$ cat src/rtl/regfile_mp.sv
// Multi-port register file: NUM_RD combinational read ports, two write ports (A, B),
// optional write-to-read bypass, and a per-register busy scoreboard for long-latency ops.
module regfile_mp #(
    parameter int unsigned DATA_W    = 32,
    parameter int unsigned ADDR_W    = 5,
    parameter int unsigned NUM_RD    = 2,
    parameter int unsigned BYPASS    = 1,
    parameter int unsigned ZERO_REG  = 1,
    parameter int unsigned DEBUG_REG = 2
) (
    input  logic                       clk,
    input  logic                       reset_i,
    input  logic [NUM_RD*ADDR_W-1:0]   rd_addr_i,
    output logic [NUM_RD*DATA_W-1:0]   rd_data_o,
    output logic [NUM_RD-1:0]          rd_busy_o,
    input  logic                       wa_en_i,
    input  logic [ADDR_W-1:0]          wa_addr_i,
    input  logic [DATA_W-1:0]          wa_data_i,
    input  logic                       wb_en_i,
    input  logic [ADDR_W-1:0]          wb_addr_i,
    input  logic [DATA_W-1:0]          wb_data_i,
    input  logic                       claim_en_i,
    input  logic [ADDR_W-1:0]          claim_addr_i,
    output logic [DATA_W-1:0]          dbg_data_o,
    output logic                       busy_any_o
);

    localparam int unsigned DEPTH = 1 << ADDR_W;
    localparam bit          ZERO_EN = (ZERO_REG != 0);

    logic [DATA_W-1:0] r_regs [DEPTH];
    logic [DEPTH-1:0]  r_busy;
    logic              r_busy_any;

    logic              w_wa_ok;
    logic              w_wb_ok;
    logic              w_claim_ok;
    logic [DEPTH-1:0]  w_busy_next;

    // Writes and claims aimed at a hardwired zero register are dropped here.
    assign w_wa_ok    = wa_en_i    && !(ZERO_EN && (wa_addr_i    == '0));
    assign w_wb_ok    = wb_en_i    && !(ZERO_EN && (wb_addr_i    == '0));
    assign w_claim_ok = claim_en_i && !(ZERO_EN && (claim_addr_i == '0));

    // Claim is applied after the B-write clear so it wins on the same address.
    always_comb begin
        w_busy_next = r_busy;
        if (w_wb_ok) begin
            w_busy_next[wb_addr_i] = 1'b0;
        end
        if (w_claim_ok) begin
            w_busy_next[claim_addr_i] = 1'b1;
        end
    end

    // Port A is written last so it owns the register on an address collision.
    always_ff @(posedge clk) begin
        if (reset_i) begin
            for (int unsigned i = 0; i < DEPTH; i++) begin
                r_regs[ADDR_W'(i)] <= '0;
            end
            r_busy     <= '0;
            r_busy_any <= 1'b0;
        end else begin
            if (w_wb_ok) begin
                r_regs[wb_addr_i] <= wb_data_i;
            end
            if (w_wa_ok) begin
                r_regs[wa_addr_i] <= wa_data_i;
            end
            r_busy     <= w_busy_next;
            r_busy_any <= |w_busy_next;
        end
    end

    assign dbg_data_o = r_regs[ADDR_W'(DEBUG_REG)];
    assign busy_any_o = r_busy_any;

    for (genvar k = 0; k < NUM_RD; k++) begin : g_rd
        logic [ADDR_W-1:0] w_addr;
        logic [DATA_W-1:0] w_data;
        logic              w_busy;

        assign w_addr = rd_addr_i[k*ADDR_W +: ADDR_W];

        // Stored value, optionally overridden by same-cycle writes (A over B).
        always_comb begin
            w_data = r_regs[w_addr];
            w_busy = r_busy[w_addr];
            if (BYPASS != 0) begin
                if (w_wb_ok && (wb_addr_i == w_addr)) begin
                    w_data = wb_data_i;
                    if (!(w_claim_ok && (claim_addr_i == w_addr))) begin
                        w_busy = 1'b0;
                    end
                end
                if (w_wa_ok && (wa_addr_i == w_addr)) begin
                    w_data = wa_data_i;
                end
            end
            if (ZERO_EN && (w_addr == '0)) begin
                w_data = '0;
                w_busy = 1'b0;
            end
        end

        assign rd_data_o[k*DATA_W +: DATA_W] = w_data;
        assign rd_busy_o[k]                  = w_busy;
    end

endmodule
$ cat config.mk
export PLATFORM = sky130hd
export DESIGN_NAME = regfile_mp
export DESIGN_NICKNAME = d
export VERILOG_FILES = /design/src/rtl/regfile_mp.sv
export SDC_FILE = /design/constraint.sdc
export NUM_CORES = 2
export LEC_CHECK = 0
export CORE_UTILIZATION = 34
export DETAILED_ROUTE_END_ITERATION = 10
export PLACE_DENSITY = 0.56
export SLEW_MARGIN = 5
export SYNTH_ARGS = -nofsm -noshare
export SYNTH_HDL_FRONTEND = slang
export SYNTH_SLANG_ARGS = --single-unit
$ cat constraint.sdc
create_clock -name clk -period 4.45 [get_ports clk]
set_input_delay 1.1125 -clock clk [delete_from_list [all_inputs] [get_ports clk]]
set_output_delay 1.1125 -clock clk [all_outputs]
set_load 0.01 [all_outputs]
# Word level (Yosys, flattened, before mapping)
# Memory sizes are Yosys's and may differ from the RTL's.
# Cells that the tools add are included.
# Widths: inputs -> output; s select.
# word_totals
register_bits	33
latch_bits	0
ram_bits	1024
mem_bits_ro	0
in_bits	94
out_inout_bits	99
elab_cells	76
memories	1
# op_classes
n_addsub	0
multipliers	0
n_div	0
order_cmp	6
n_eq_ne	6
n_shift	0
mux	36
bitwise_logic	3
n_reduce_logical	22
# memory_table
name	depth	word_bits	read_ports	rd_ports_with_merged_regs	wr	line_no	rtl
r_regs	32	32	3	0	32	31	logic [DATA_W-1:0] r_regs [DEPTH];
# op_table
operator	n
$mux 32	10
$reduce_or 32->1	3
$and 32x32->32	1
$not 32->32	1
$or 32x32->32	1
$eq 5x5->1	6
$logic_not 5->1	5
$lt 5x6->1 const B	4
$mux 1	20
$logic_and 1x1->1	11
$bmux 1 s5	2
$demux 1 s5	2
$ge 5x1->1 const B	2
$mux 5	2
$logic_not 1->1	3

# Depth between registers and ports, before layout
# logic_depth
depth_word	10
mapped_depth	11

# Worst setup path before layout
# OpenSTA, ideal clock, no wires.
# synth_path
path_type	input port to output port
startpoint	input port rd_addr_i[6]
endpoint	output port rd_busy_o[1]
t_arrival_ps	2957
setup_slack_ps	380
cell_stages	8
cell_sequence	buf_4 -> buf_2 -> buf_1 -> mux4_2 -> mux4_2 -> mux2i_1 -> nor2_1 -> buf_4
# synth_between
elab_chain_len	5
word_cells_on_any_way	10
classes_between	eq/ne: 2; mux: 5; reduce/logical: 3
# synth_rtl
item	line_no	rtl
start: declaration	13	input logic [NUM_RD*ADDR_W-1:0] rd_addr_i,
$bmux 1 s5 or $eq 5x5->1 (tied branches)	89, 93	
$mux 1 (implied by the code) or $logic_and 1x1->1 (tied branches)	89, 93	
$mux 1	93	if (!(w_claim_ok && (claim_addr_i == w_addr))) begin
$mux 1	91	if (w_wb_ok && (wb_addr_i == w_addr)) begin
$mux 1 *	101	if (ZERO_EN && (w_addr == '0)) begin
end: declaration	15	output logic [NUM_RD-1:0] rd_busy_o,
# Every way passes the cells marked *; elsewhere a longest branch is shown, timed or not. The select of a mux whose other input is x is not followed.

# Worst setup path after layout
# layout_path
startpoint	input port rd_addr_i[5]
endpoint	output port rd_data_o[54]
# layout_between
elab_chain_len	5
word_cells_on_any_way	9
classes_between	eq/ne: 2; mux: 3; reduce/logical: 3; memory: 1
# layout_rtl
item	line_no	rtl
parallel branches: the longest is 4 deep, another holds $mem_v2 32x32	n/a	
$mux 32 *	101	
end: declaration	14	output logic [NUM_RD*DATA_W-1:0] rd_data_o,
# Mark *: on every way between the ends.

==> reports/metrics.csv <==
metric,value,unit
pin count of the biggest net entering global routing,54,
leakage power figure,27.9,nW
switching power as a share of total power,0.277,
setup violators final,7,
"Hold Vio Cnt, Final",0,
number of sinks driven by the clock tree,1057,
worst supply voltage drop on vdd,0.000326,V
first-pass GRT wire length,391000,um
number of buffers added to fix hold violations after cts,0,
Die H,429,um
"Arr. time, crit path",3.40,ns
kind of start point of the critical path,primary input,
largest fanout on the critical path,8,
Synth Cell Area,0.0619,mm^2
number of instances in the synthesized netlist,4324,
GPL Wtd Cong,0.953,
DR vias/cell,6.78,
Area Overhead vs Synth,27.5,%
share of the clock period used by the worst path,1.01,
areal power density over the cells,344,mW/mm^2
buffers added on ports,192,
fraction of final layout cells sized beyond drive strength 1,0.398,
Final Util,0.436,
power share of the combinational group,0.186,
total iterations of the first detailed-routing run,6,
Met2 Wirelength,127000,um
Cell Rows,156,
top cells by area in the synthesized netlist,"edfxtp_1 (50%), mux4_2 (19%), a22o_1 (14%)",
flip-flop and latch count after synthesis,1057,
die area,0.184,mm^2
switching power summed over all nets,7.51,mW
asr flop ratio synth,0,
proportion of power drawn by the clock network,0.377,
final net count,4946,
worst hold-check path type,flop to flop,
maximum level of the CTS H-tree,3,
area of the core,0.181,mm^2
sequential element share of the synthesized area,0.508,
achievable frequency,221,MHz
internal power component,19.6,mW
relative slew slack,0.462,
starting utilization of the core area,0.342,
DRC Markers,0,
source of the worst register-to-register timing path,r_busy[11]$_SDFF_PP0_,
number of global-route vias before repair,48500,
grt ovf,0,
worst-case clock buffer depth,3,
DP Wirelength,186000,um
final wirelength,286000,um
die extent in x,429,um
Clock Skews,0.0100,ns
worst endpoint required time,3.34,ns
final count of pins violating max slew,0,
kind of end point of the critical path,output port,
violations in the final reports,setup timing,
logic depth of the worst register-to-register path,4,
detailed-routed wire length on met3,33500,um
area share of the largest cell type after synthesis,0.497,
run status,"finished, violations left",
Unique masters post-synth,61,
destination of the worst hold path,r_busy[0]$_SDFF_PP0_,
cell accounting for the most synthesized area,edfxtp_1,
CTS root buffer,clkbuf_16,
RSZ-0062 raised after global routing,true,
Final Hold Slack,0.546,ns
average size of a mapped cell,14.3,um^2
sum of negative setup slack,-0.156,ns
Antenna Violating Nets Remaining,0,
number of antenna violations at the first check in global routing,9,
share of total power in sequential cells,0.436,
capture instance of the worst register-to-register path,busy_any_o$_SDFF_PP0_,
starting DRC count in detailed routing,7637,
max-cap viol count,0,
total routed wire length on the met1 layer,102000,um
classification of the worst setup path,primary input to output port,
number of enable-type register cells in the synthesized netlist,1024,
clock-pin slew on the worst setup and hold paths,0.05,ns
CTS buffer count,117,
hold-critical path depth,1,
flop-to-flop setup slack,3.03,ns
count of vias placed by the detailed router,49700,
final period demand of the worst path,4.52,ns
wire length per cell,39.0,um
Yosys warning count,0,
final setup slack of the worst path,-0.0664,ns
global-route usage over all layers,0.303,
Worst-Skew Late Latency,0.77,ns
IO Pins,193,
transition time at the pin with the least slew margin,0.803,ns
flip-flop cell with the highest count after synthesis,edfxtp_1,
Hold Crit Start,r_busy[0]$_SDFF_PP0_,
clock tree from TritonCTS,built,
top sig layer,met5,
-- worst max-delay path by stage --
stage                            start             to  slack (ns)  cells after the start
after floorplan           rd_addr_i[6]   rd_busy_o[1]        0.38                      8
after global placement    wa_addr_i[4]  rd_data_o[31]       -1.61                     10
after detailed placement  wa_addr_i[4]  rd_data_o[31]       -1.61                     10
after CTS                 wa_addr_i[3]  rd_data_o[31]       -0.14                     10
after global routing      rd_addr_i[5]  rd_data_o[54]       -0.08                     13
final                     rd_addr_i[5]  rd_data_o[54]       -0.07                     13
-- sequential cells by signal (all words and copies together) (netlist names) --
signal / count
r_busy: 32
busy_any_o: 1
r_regs: 1024
-- synthesized netlist by cell type (18+ instances only) --
| cell type | count |
|---|---|
| edfxtp_1 | 1024 |
| a22o_1 | 992 |
| mux4_2 | 526 |
| clkbuf_1 | 456 |
| mux2i_1 | 159 |
| nand2_1 | 132 |
| nor2_1 | 117 |
| buf_2 | 94 |
| a21oi_1 | 86 |
| o22ai_1 | 81 |
| buf_1 | 75 |
| nor3_1 | 54 |
| a211oi_1 | 47 |
| o21ai_0 | 45 |
| a22oi_1 | 42 |
| nor2b_1 | 40 |
| buf_4 | 39 |
| a221oi_1 | 33 |
| dfxtp_1 | 33 |
| nand3_1 | 26 |
| buf_6 | 24 |
| o221ai_1 | 18 |
-- cell type report --
class                      count  area [um^2]
clock buffer                 132         3010
tap                         2370         2970
fill                       16100       102000
clock inverter                89          930
multi-input combinational   2605        29300
sequential                  1057        31400
inverter                       5         22.5
timing repair buffer        1066        11200
antenna                        3         7.51
-- layout by cell type (no fill, tap or decap), types with 18 or more instances in the layout --
cell type,instances
a211oi_1,26
a211oi_2,20
a21oi_1,59
a21oi_2,23
a221oi_2,23
a22o_1,992
a22oi_1,40
buf_12,182
buf_16,19
buf_2,42
buf_4,608
buf_6,60
buf_8,22
clkbuf_16,118
clkdlybuf4s50_1,103
clkinv_1,29
clkinv_2,29
conb_1,32
dfxtp_1,33
edfxtp_1,1024
mux2i_1,147
mux4_2,526
nand2_1,73
nand2_2,51
nand3_1,24
nor2_1,97
nor2_4,23
nor2b_1,38
nor3_2,35
o21ai_0,43
o22ai_1,61
o22ai_2,18
-- power groups by stage --
stage / Sequential (mW) / Combinational [mW] / Clock (mW)
6_report: 11.8 / 5.06 / 10.2
5_1_grt: 11.9 / 5.15 / 10.6
4_1_cts: 11.8 / 4.86 / 10.3
3_5_place_dp: 12.0 / 4.60 / 0
3_3_place_gp: 12.0 / 4.60 / 0
2_1_floorplan: 11.9 / 2.30 / 0
-- per-layer routing --
metal | up-vias | global-route usage
li1 | 19200 | -
met1 | 25800 | 0.384
met5 | - | 0
met4 | 2 | 0.217
met2 | 3806 | 0.456
met3 | 876 | 0.0730
-- per-stage QoR --
step                      setup slack [ns]  area [um^2]  total power, mW  instances
after floorplan                      0.380        62000             14.2       4355
after global placement               -1.61        71900             16.6       6979
after detailed placement             -1.61        71900             16.6       6979
after CTS                           -0.139        78200             26.9       7304
after global routing               -0.0772        78900             27.7       7326
final                              -0.0664        78900             27.1       7327
-- what timing repair did --
| action | CTS | global route |
|---|---|---|
| endpoints found under the setup margin | 66 | 59 |
| gates cloned | 13 | 0 |
| resized for setup | 493 | 180 |
| pin swaps | 84 | 76 |
| setup buffers | 99 | 35 |
-- critical path, stage by stage --
cell and delay [ns]:
buf_16 0.16, buf_16 0.17, buf_16 0.14, buf_12 0.13, buf_12 0.11, mux4_2 0.52
o22ai_4 0.18, buf_6 0.18, nor3b_4 0.06, a221oi_4 0.25, buf_4 0.17, a21oi_2 0.05
buf_2 0.14
-- logic make-up after synthesis --
group / Yosys count / synth area share
compound gates: 1391 / 0.184
flops: 1057 / 0.508
buf+inv: 693 / 0.0492
mux: 688 / 0.218
simple gates: 464 / 0.0376
xor+xnor: 30 / 0.00425
other cells: 1 / 0.0000606
Note: power is estimated with default switching activity, not from simulation.
